$ cat src/rtl/mem_bus_arbiter.sv
// mem_bus_arbiter: two-master round-robin arbiter and sequencer for a
// single-port RAM with combinational read and write on the rising clock edge.
// Master 0 is the CPU bus, master 1 the DMA/boot-loader port.
// Optional macro MEM_ARB_LOCK_EN adds m0_lock, letting master 0 keep the bus
// across back-to-back accesses (atomic read-modify-write, bursts).
module mem_bus_arbiter #(
    parameter int unsigned ADDR_WIDTH = 16,
    parameter int unsigned DATA_WIDTH = 8
) (
    input  logic                  clock,
    input  logic                  reset,

    input  logic                  m0_req,
    input  logic                  m0_we,
    input  logic [ADDR_WIDTH-1:0] m0_addr,
    input  logic [DATA_WIDTH-1:0] m0_wdata,
`ifdef MEM_ARB_LOCK_EN
    input  logic                  m0_lock,
`endif
    output logic                  m0_ack,
    output logic [DATA_WIDTH-1:0] m0_rdata,

    input  logic                  m1_req,
    input  logic                  m1_we,
    input  logic [ADDR_WIDTH-1:0] m1_addr,
    input  logic [DATA_WIDTH-1:0] m1_wdata,
    output logic                  m1_ack,
    output logic [DATA_WIDTH-1:0] m1_rdata,

    output logic [ADDR_WIDTH-1:0] mem_address,
    output logic                  mem_write_en,
    output logic [DATA_WIDTH-1:0] mem_data_in,
    input  logic [DATA_WIDTH-1:0] mem_data_out,

    output logic                  busy
);

    typedef enum logic [2:0] {
        IDLE   = 3'd0,
        GRANT0 = 3'd1,
        GRANT1 = 3'd2,
        DONE0  = 3'd3,
        DONE1  = 3'd4
    } state_t;

    state_t state;
    state_t next_state;
    logic   last_grant;
    logic   write_en_q;

    // Lock request from master 0; constant low when the feature is compiled out.
    logic   m0_locked;
`ifdef MEM_ARB_LOCK_EN
    assign m0_locked = m0_lock;
`else
    assign m0_locked = 1'b0;
`endif

    // Next-state: round-robin in IDLE, hand-over to the other master from DONE.
    always_comb begin
        next_state = state;
        case (state)
            IDLE: begin
                if (m0_req && m1_req) begin
                    next_state = last_grant ? GRANT0 : GRANT1;
                end else if (m0_req) begin
                    next_state = GRANT0;
                end else if (m1_req) begin
                    next_state = GRANT1;
                end
            end
            GRANT0: next_state = DONE0;
            GRANT1: next_state = DONE1;
            DONE0: begin
                if (m0_locked && m0_req) begin
                    next_state = GRANT0;
                end else if (m1_req) begin
                    next_state = GRANT1;
                end else begin
                    next_state = IDLE;
                end
            end
            DONE1: begin
                if (m0_req) begin
                    next_state = GRANT0;
                end else begin
                    next_state = IDLE;
                end
            end
            default: next_state = IDLE;
        endcase
    end

    // State register, arbitration history, handshake and status outputs.
    always_ff @(posedge clock) begin
        if (reset) begin
            state      <= IDLE;
            last_grant <= 1'b1;
            m0_ack     <= 1'b0;
            m1_ack     <= 1'b0;
            busy       <= 1'b0;
        end else begin
            state  <= next_state;
            m0_ack <= (next_state == DONE0);
            m1_ack <= (next_state == DONE1);
            busy   <= (next_state != IDLE);
            if (state == GRANT0) begin
                last_grant <= 1'b0;
            end else if (state == GRANT1) begin
                last_grant <= 1'b1;
            end
        end
    end

    // RAM drive: loaded on entry to GRANTx so the bus is stable for the whole
    // grant cycle; address and data hold outside a grant.
    always_ff @(posedge clock) begin
        if (reset) begin
            mem_address <= '0;
            mem_data_in <= '0;
            write_en_q  <= 1'b0;
        end else if (next_state == GRANT0) begin
            mem_address <= m0_addr;
            mem_data_in <= m0_wdata;
            write_en_q  <= m0_we;
        end else if (next_state == GRANT1) begin
            mem_address <= m1_addr;
            mem_data_in <= m1_wdata;
            write_en_q  <= m1_we;
        end else begin
            write_en_q  <= 1'b0;
        end
    end

    // Reset kills a write in the very cycle it is asserted, not one edge later.
    assign mem_write_en = write_en_q & ~reset;

    // Read data capture at the closing edge of a read grant; writes leave it alone.
    always_ff @(posedge clock) begin
        if (reset) begin
            m0_rdata <= '0;
            m1_rdata <= '0;
        end else begin
            if (state == GRANT0 && !write_en_q) begin
                m0_rdata <= mem_data_out;
            end
            if (state == GRANT1 && !write_en_q) begin
                m1_rdata <= mem_data_out;
            end
        end
    end

endmodule

$ cat config.mk
export PLATFORM = sky130hd
export DESIGN_NAME = mem_bus_arbiter
export DESIGN_NICKNAME = d
export VERILOG_FILES = /design/src/rtl/mem_bus_arbiter.sv
export SDC_FILE = /design/constraint.sdc
export NUM_CORES = 1
export LEC_CHECK = 0
export ABC_AREA = 1
export CORE_UTILIZATION = 45
export DETAILED_ROUTE_END_ITERATION = 10
export PLACE_DENSITY_LB_ADDON = 0.15
export SLEW_MARGIN = 40
export SYNTH_ARGS = -nofsm -noshare
export SYNTH_HDL_FRONTEND = slang
export SYNTH_SLANG_ARGS = --single-unit
$ cat constraint.sdc
create_clock -name clock -period 3.9 [get_ports clock]
set_clock_uncertainty 0.15 [all_clocks]
set_input_delay 0.975 -clock clock [delete_from_list [all_inputs] [get_ports clock]]
set_output_delay 0.975 -clock clock [all_outputs]
set_load 0.01 [all_outputs]
==> flow_metrics.env <==
export IMPL_drc=0
export IMPL_fill_cells=459
export IMPL_hp_class="reg2reg"
export IMPL_crit_arrival_ns=2.20
export IMPL_min_to="last_grant$_SDFFE_PP1P_"
export IMPL_finalHoldViolCount=0
export IMPL_reg2reg_from="state[2]$_SDFF_PP0_"
export IMPL_post_drt_wl_per_cell_um=10.7
export IMPL_pre_cts_slack_ns=0.569
export IMPL_r2r_cells=9
export IMPL_cts_resized=0
export IMPL_period_share_pct=85.3
export IMPL_timing_hold_ws_ns=0.365
export IMPL_clock_sinks=48
export IMPL_grt_overflow=0
export IMPL_clockBufferDepth=2
export IMPL_first_pass_iters=5
export IMPL_synthDistinctLibCells=24
export IMPL_max_slew_margin_pct=48.0
export IMPL_synth_seq_cells=48
export IMPL_hold_depth=2
export IMPL_place_hpwl_um=4000
export IMPL_core_area_um2=5140
export IMPL_syn_inst=356
export IMPL_postCtsSetupBuffers=0
export IMPL_rows=26
export IMPL_areaGrowthSynthToFinish_pct=46.7
export IMPL_die_x_um=75.4
export IMPL_max_vdd_ir_drop_v=0.000339
export IMPL_grt_start_max_net_pins=74
export IMPL_status="complete, no violations"
export IMPL_final_cell_mix="114 x nor2_1, 105 x clkdlybuf4s50_1, 70 x nand2_1"
export IMPL_cp_start_kind="input pin"
export IMPL_synth_area_leaders="dfxtp_1 40%, nor2_1 18%, nand2_1 11%, nand3b_1 7.4%, inv_1 5.0%"
export IMPL_setup_viol=0
export IMPL_grt_use_total_pct=19.7
export IMPL_antenna_cells=0
export IMPL_rsz0062_at_grt="false"
export IMPL_grt_pass1_vias=2044
export IMPL_cts_tree="built"
export IMPL_gp_congestion=0.772
export IMPL_route_antenna_remaining_nets=0
export IMPL_via_count=2398
export IMPL_routed_via_density=4.58
export IMPL_htreeDepth=2
export IMPL_synthesis_area_um2=2420
export IMPL_yosysSeqAreaShare_pct=39.7
export IMPL_path_max_fanout=9
export IMPL_numCtsBuffers=5
export IMPL_clk_pin_slew_ns=0.09
export IMPL_dieHeight_um=75.4
export IMPL_clk_latency_ns=0.29
export IMPL_period_needed_ns=3.33
export IMPL_hold_start="last_grant$_SDFFE_PP1P_"
export IMPL_final_core_utilization_pct=69.1
export IMPL_cts_hold_fix_buffers=0
export IMPL_synth_top_area_share_pct=39.7
export IMPL_dieArea_um2=5680
export IMPL_power_density_nw_per_um2=633
export IMPL_cts_root_buf="clkbuf_8"
export IMPL_place_area_um2=3430
export IMPL_crit_type="in2out"
export IMPL_worstPathRequired_ns=2.77
export IMPL_worstMarginPinSlew_ns=0.780
export IMPL_fmax_ghz=0.301
export IMPL_dp_cells=516
export IMPL_grt_pass1_wl_um=8600
export IMPL_fin_area_um2=3550
export IMPL_start_util_pct=47.1
export IMPL_drt_total_wl_um=5620
export IMPL_endpoint_kind="primary output"
export IMPL_drv_slew=0
export IMPL_fin_ws_ns=0.575
export IMPL_antenna_found_initial=0
export IMPL_finalPower_mw=2.25
export IMPL_drt_iter0_markers=65
export IMPL_drive_above_1_share_pct=7.27
export IMPL_fin_nets=515
export IMPL_yosysWarnings=0
export IMPL_io_buffers=105
export IMPL_pin_count=106
export IMPL_syn_nets=418
export IMPL_drv_cap=0
export IMPL_r2r_end="mem_data_in[0]$_SDFFE_PP0P_"
export IMPL_tns_ns=0
export IMPL_synth_top_area_cell="dfxtp_1"
export IMPL_leakagePower_nw=1.66
export IMPL_stdcell_count=524
export IMPL_rrSetupSlack_ns=1.81
export IMPL_avgSynthCellArea_um2=6.80
export IMPL_final_common_cell="nor2_1"
## synthesized netlist by cell type (all sizes together)
cell type	number
inv	35
dfxtp	48
o21ai	18
nor3	1
nand3b	24
nor2	116
nand2	86
a21oi	4
nand4	1
clkbuf	2
buf	14
nand3	7
## final cells by class
cell class | instances | area (um^2) | share of cell area (%)
clock inverter | 2 | 38.8 | 1.09
inverter | 35 | 131 | 3.70
sequential | 48 | 961 | 27.1
multi-input combinational | 257 | 1190 | 33.6
tap | 70 | 87.6 | 2.47
clock buffer | 6 | 82.6 | 2.32
timing repair buffer | 106 | 1060 | 29.8
## per-layer routing
| metal | vias up | GRT usage, % | wire length, um |
|---|---|---|---|
| met5 | - | 0 | 0 |
| met4 | 0 | 5.14 | 42 |
| met3 | 4 | 7.01 | 370 |
| met2 | 63 | 35.3 | 2760 |
| met1 | 1060 | 22.3 | 2450 |
| li1 | 1271 | - | - |
## worst max-delay path, cell delays in order
cell and delay (ns):
clkdlybuf4s50_1 0.54, nor2_1 0.15, clkdlybuf4s50_1 0.54
## registers in the layout (all words and copies together), names as in the netlist
| register | count |
|---|---|
| mem_data_in | 8 |
| busy | 1 |
| m1_rdata | 8 |
| state | 3 |
| m0_ack | 1 |
| last_grant | 1 |
| m0_rdata | 8 |
| m1_ack | 1 |
| mem_address | 16 |
| write_en_q | 1 |
## how the worst max path moves through the flow
stage,start,endpoint,slack [ns],depth (start not counted)
floorplan,reset,mem_write_en,1.44,2
global placement,reset,mem_write_en,0.59,3
detailed placement,reset,mem_write_en,0.57,3
CTS,reset,mem_write_en,0.56,3
global route,reset,mem_write_en,0.53,3
finish,reset,mem_write_en,0.57,3
## cell families after synthesis
group | synth area share, %
and+or+nand+nor | 44.2
AOI/OAI and AO/OA | 5.01
DFF | 39.7
buffers and inverters | 11.1
## where the power goes
| part | internal (mW) | leakage [nW] | switching, mW |
|---|---|---|---|
| sequential | 0.650 | 0.396 | 0.0755 |
| combinational | 0.544 | 1.21 | 0.604 |
| clock | 0.210 | 0.0614 | 0.167 |
Power figures use the tool's default switching activity.
